==> src/rtl/rgb_ycc_processing.sv <==
// Streaming RGB -> YCbCr (Q10.8) converter with a second stage that rebuilds clamped 8-bit RGB.
// The pipeline advances only on iValid. Per-stream counters raise done flags after one full frame.
module rgb_ycc_processing #(
  parameter int WIDTH  = 320,
  parameter int HEIGHT = 240
) (
  input  logic               clk,
  input  logic               reset,
  input  logic               iValid,
  input  logic [23:0]        iData,
  output logic signed [17:0] y,
  output logic signed [17:0] cb,
  output logic signed [17:0] cr,
  output logic               yccValid,
  output logic               yccDone,
  output logic [23:0]        oData,
  output logic               oValid,
  output logic               oDone
);

  localparam int N  = WIDTH * HEIGHT;
  localparam int CW = $clog2(N + 1);
  typedef logic [CW-1:0] cnt_t;

  function automatic logic signed [17:0] mul8(input logic [7:0] c, input int k);
    return 18'(k * int'(c));
  endfunction

  function automatic logic signed [27:0] mul18(input logic signed [17:0] v, input int k);
    return 28'(k * int'(v));
  endfunction

  function automatic logic [7:0] clamp8(input logic signed [27:0] v);
    logic signed [27:0] t;
    t = (v + 28'sd128) >>> 8;
    if (t < 0)          return 8'd0;
    if (t > 28'sd255)   return 8'hFF;
    return t[7:0];
  endfunction

  cnt_t in_cnt, ycc_cnt, o_cnt;

  logic [7:0]        s1_r, s1_g, s1_b;
  logic              s1_v;
  logic signed [17:0] p_yr, p_yg, p_yb, p_br, p_bg, p_bb, p_rr, p_rg, p_rb;
  logic              s2_v;
  logic              s3_v;
  logic signed [17:0] s4_y;
  logic signed [27:0] q_r, q_gb, q_gr, q_b;
  logic              s4_v;
  logic signed [27:0] s5_r, s5_g, s5_b;
  logic              s5_v;

  always_ff @(posedge clk or negedge reset) begin
    if (!reset) begin
      in_cnt   <= '0;
      ycc_cnt  <= '0;
      o_cnt    <= '0;
      s1_r     <= '0;
      s1_g     <= '0;
      s1_b     <= '0;
      s1_v     <= 1'b0;
      p_yr     <= '0;
      p_yg     <= '0;
      p_yb     <= '0;
      p_br     <= '0;
      p_bg     <= '0;
      p_bb     <= '0;
      p_rr     <= '0;
      p_rg     <= '0;
      p_rb     <= '0;
      s2_v     <= 1'b0;
      y        <= '0;
      cb       <= '0;
      cr       <= '0;
      s3_v     <= 1'b0;
      s4_y     <= '0;
      q_r      <= '0;
      q_gb     <= '0;
      q_gr     <= '0;
      q_b      <= '0;
      s4_v     <= 1'b0;
      s5_r     <= '0;
      s5_g     <= '0;
      s5_b     <= '0;
      s5_v     <= 1'b0;
      oData    <= '0;
      yccValid <= 1'b0;
      yccDone  <= 1'b0;
      oValid   <= 1'b0;
      oDone    <= 1'b0;
    end else begin
      // NOTE: non-blocking assignments let every stage read its predecessor's pre-edge value,
      // so the stage order written here does not matter.
      yccValid <= 1'b0;
      oValid   <= 1'b0;
      if (iValid) begin
        // Past the frame size the input keeps advancing but only injects bubbles.
        s1_v <= (in_cnt < cnt_t'(N));
        if (in_cnt < cnt_t'(N)) in_cnt <= in_cnt + 1'b1;
        {s1_r, s1_g, s1_b} <= iData;

        p_yr <= mul8(s1_r, 77);
        p_yg <= mul8(s1_g, 150);
        p_yb <= mul8(s1_b, 29);
        p_br <= mul8(s1_r, -43);
        p_bg <= mul8(s1_g, -85);
        p_bb <= mul8(s1_b, 128);
        p_rr <= mul8(s1_r, 128);
        p_rg <= mul8(s1_g, -107);
        p_rb <= mul8(s1_b, -21);
        s2_v <= s1_v;

        y        <= p_yr + p_yg + p_yb;
        cb       <= p_br + p_bg + p_bb;
        cr       <= p_rr + p_rg + p_rb;
        s3_v     <= s2_v;
        yccValid <= s2_v;
        if (s2_v) begin
          ycc_cnt <= ycc_cnt + 1'b1;
          if (ycc_cnt == cnt_t'(N - 1)) yccDone <= 1'b1;
        end

        s4_y <= y;
        q_r  <= mul18(cr, 359);
        q_gb <= mul18(cb, 88);
        q_gr <= mul18(cr, 183);
        q_b  <= mul18(cb, 454);
        s4_v <= s3_v;

        s5_r <= 28'(s4_y) + (q_r >>> 8);
        s5_g <= 28'(s4_y) - ((q_gb + q_gr) >>> 8);
        s5_b <= 28'(s4_y) + (q_b >>> 8);
        s5_v <= s4_v;

        oData  <= {clamp8(s5_r), clamp8(s5_g), clamp8(s5_b)};
        oValid <= s5_v;
        if (s5_v) begin
          o_cnt <= o_cnt + 1'b1;
          if (o_cnt == cnt_t'(N - 1)) oDone <= 1'b1;
        end
      end
    end
  end

endmodule

==> config.mk <==
export PLATFORM = sky130hd
export DESIGN_NAME = rgb_ycc_processing
export DESIGN_NICKNAME = d
export VERILOG_FILES = /design/src/rtl/rgb_ycc_processing.sv
export SDC_FILE = /design/constraint.sdc
export NUM_CORES = 2
export LEC_CHECK = 0
export ABC_CLOCK_PERIOD_IN_PS = 11300
export CORE_ASPECT_RATIO = 0.75
export CORE_UTILIZATION = 25
export CTS_CLUSTER_DIAMETER = 40
export DETAILED_ROUTE_END_ITERATION = 12
export GPL_ROUTABILITY_DRIVEN = 1
export PLACE_DENSITY = 0.45
export SLEW_MARGIN = 0
export SYNTH_ARGS = -nofsm -noshare
export SYNTH_HDL_FRONTEND = slang
export SYNTH_SLANG_ARGS = --single-unit
==> constraint.sdc <==
create_clock -name clk -period 11.3 [get_ports clk]
set_input_delay 1.695 -clock clk [delete_from_list [all_inputs] [get_ports clk]]
set_output_delay 1.695 -clock clk [all_outputs]
set_load 0.1 [all_outputs]
==> run summary <==
Status -> complete, no violations
H-tree Lvls -> 3
Top Family by Delay on Critical Path -> adder cells
Vias/cell -> 4.344
CP Max Fanout -> 9
Routability cong. -> 0.8570
Total wire length -> 105000 um
CTS Root Cell -> clkbuf_16
Final ANT Viol Nets -> 0
Clock Sinks -> 419
Headroom to the max-slew limit -> 24.56%
Core ar. -> 154700 um^2
R2R cell count -> 19
Post-CTS Resized -> 0
Synth warnings -> 0
DRT iter0 DRCs -> 1466
Period utilization -> 50.57%
CP arrival -> 6.25 ns
HP Class -> flop to flop
Crit Path Class -> flop to flop
Peak per-stage delay on the critical path -> 0.60 ns
Synth Flop Type -> dfrtp_1
Hpwl dp -> 84980 um
Crit-path cells -> fa_1, inv_1, fa_1, inv_1, fa_1, inv_1, fa_1, inv_1, ha_1, a21o_1, a21oi_1, o31ai_1, a2111oi_2, o31ai_1, a2111oi_2, nor3_1, o31ai_2, xnor2_1, a21oi_1
Total CTS buffers -> 92
Final hold violation count -> 0
Clk pin slew, worst setup/hold paths -> 0.05 ns
Grt total ovfl -> 0
Die Wd -> 457.7 um
WP depth -> 19
Die Span Y -> 343.8 um
Number of global-route vias before repair -> 27.40k
Hold depth -> 1
Post-synth ARST share -> 100.0%
Top Ports -> 109
Actual slew at the worst max-slew pin -> 1.128 ns
Drt pass-1 iters -> 5
Synthesized cell area -> 38930 um^2
Routed len/inst -> 17.14 um
Final setup viols -> 0
MaxCap Viol Count -> 0
Clock buffer depth -> 3
Skew final -> 0.04947 ns
Setup TNS -> 0 ns
Tmin final -> 5.715 ns
Area delta synth->final -> 17.40%
# rows -> 125
Total Routing Usage GR -> 13.75%
Number of synthesized register bits -> 419
Die area -> 157300 um^2
Count of different cell masters after synthesis -> 76
PortBufs -> 107
Post-CTS Setup Repair Bufs -> 0
Mapped Cells -> 3858
Fin nets -> 4946
Required time worst endpoint -> 11.84 ns
Post-synthesis sequential area ratio -> 26.93%
Critical Path Sink Type -> flop
Startpoint Class -> flop
Starting density of the core -> 25.17%
Skew-Pair Late Insertion Delay -> 0.71 ns
Avg Inst Size Synth -> 10.09 um^2
Global-route wire length before repair -> 166200 um
Worst path bufs/invs -> 4
Via count -> 26.61k
Synth Net Count -> 4786
RSZ-0062 raised after global routing -> no
F_max -> 175.0 MHz
Drt drc -> 0
Layout cell share with drive strength beyond 1 -> 11.24%
R2R Setup Slk -> 5.59 ns
Post-synth EDFFs -> 0
CTS Hold Bufs -> 0
Crit-path slowest cell -> fa_1
Max Slew Vio Count -> 0
Initial antenna violation count -> 10
Largest net degree at the start of global routing -> 94
CTS tree -> built
cells in the final DEF, fill, tap and decap left out, drive strengths merged, types with 22 or more instances in the layout:
master and count:
or3 22, nand2 169, xor2 85, o21ai 114, clkinv 23, ha 616
nor3 48, o21bai 50, buf 30, and3 28, a21o 68, nor2 164
nand4 24, nor2b 32, dfrtp 419, clkdlybuf4s50 98, nand3 63, clkbuf 103
a21oi 192, xnor2 211, fa 285, mux2 223, inv 751
layer usage:
metal,vias up,wire [um],global-route usage (%)
met5,-,28,0
met2,374,43210,19.78
li1,13210,-,-
met1,12900,55180,20.87
met4,4,1687,2.862
met3,122,4911,2.794
worst register-to-register path: stages, from the launching register on:
cell and delay, ns:
dfrtp_1 0.54, fa_1 0.60, inv_1 0.05, fa_1 0.51, inv_1 0.06, fa_1 0.52
inv_1 0.08, fa_1 0.54, inv_1 0.04, ha_1 0.35, a21o_1 0.18, a21oi_1 0.13
o31ai_1 0.12, a2111oi_2 0.46, o31ai_1 0.20, a2111oi_2 0.53, nor3_1 0.15, o31ai_2 0.26
xnor2_1 0.14, a21oi_1 0.09
per-stage QoR:
step,instances,utilization [%],setup WS [ns],hold slack (ns),cell area (um^2)
finish,6127,29.55,5.586,0.4565,45710
global route,6125,29.55,5.264,0.4859,45700
CTS,6125,29.55,5.574,0.4630,45700
detailed placement,5956,27.45,5.609,0.4521,42460
global placement,5956,27.45,5.590,0.4527,42460
floorplan,3858,-,5.451,0.4337,38930
cells by family after synthesis:
logic type      after synthesis  synth area share [%]
fa+ha+maj                   901                 34.45
compound gates              605                 10.08
buf+inv                     789                 7.626
simple gates                614                 7.530
mux                         233                 6.707
xor+xnor                    296                 6.659
other cells                   1              0.009632
flops                       419                 26.93
registers in the layout, summed over array words and instances (netlist names), 14 cells and up:
name and flops:
s5_g 14, y 17, q_gb 20, p_rg 16, in_cnt 17, p_br 16, p_bg 17, q_gr 24
s5_b 14, p_rb 15, ycc_cnt 17, cb 18, s5_r 14, q_r 20, cr 18, o_cnt 17
oData 24, q_b 23, s4_y 17
Yosys cell counts, types with 7 or more instances:
master	instances	area, um^2
o31ai_1	17	127.6
o21bai_1	50	375.4
a21o_1	68	510.5
nand2b_1	10	62.56
a211oi_1	14	105.1
and2_1	13	81.33
o21ai_0	106	530.5
o21a_1	18	135.1
mux2i_1	10	100.1
fa_1	285	5705
o2bb2ai_1	18	157.7
a211o_1	7	61.31
mux2_2	223	2511
o211ai_1	14	105.1
a31o_2	10	87.58
inv_1	726	2725
nand3_1	63	315.3
xnor2_1	211	1848
a21boi_0	7	52.55
nand2_1	169	634.4
o2111ai_1	8	70.07
nor2_1	164	615.6
nor3_1	47	235.2
buf_1	11	41.29
dfrtp_1	419	10490
nand4_1	24	150.1
and3_1	28	175.2
xor2_1	85	744.5
ha_1	616	7707
a31oi_1	15	93.84
a21oi_1	191	955.9
or2_2	15	93.84
o41ai_1	7	61.31
clkbuf_1	49	183.9
or3_1	22	137.6
nor2b_1	32	200.2
final timing paths:
check / startpoint / endpoint
max in group asynchronous: reset / p_bg[13]
worst max register to register: cr[7] / q_gr[26]
min in group asynchronous: reset / s5_r[26]
worst min register to register: in_cnt[4] / in_cnt[4]
worst max-delay path: cr[7] / q_gr[26]
worst min-delay path: in_cnt[4] / in_cnt[4]
layout make-up:
cell class              count  area, um^2
repair buffers            128        1221
fillers                 16080      109000
clock inverters            66       819.5
multi-input cells        2650       25480
well taps                2032        2542
flip-flops and latches    419       10490
clock buffers             103        2425
diodes                      2       5.005
inverters                 727        2730
Power is not shown: default switching activity piles up to over one toggle a cycle in this logic, so the estimate is an artifact.
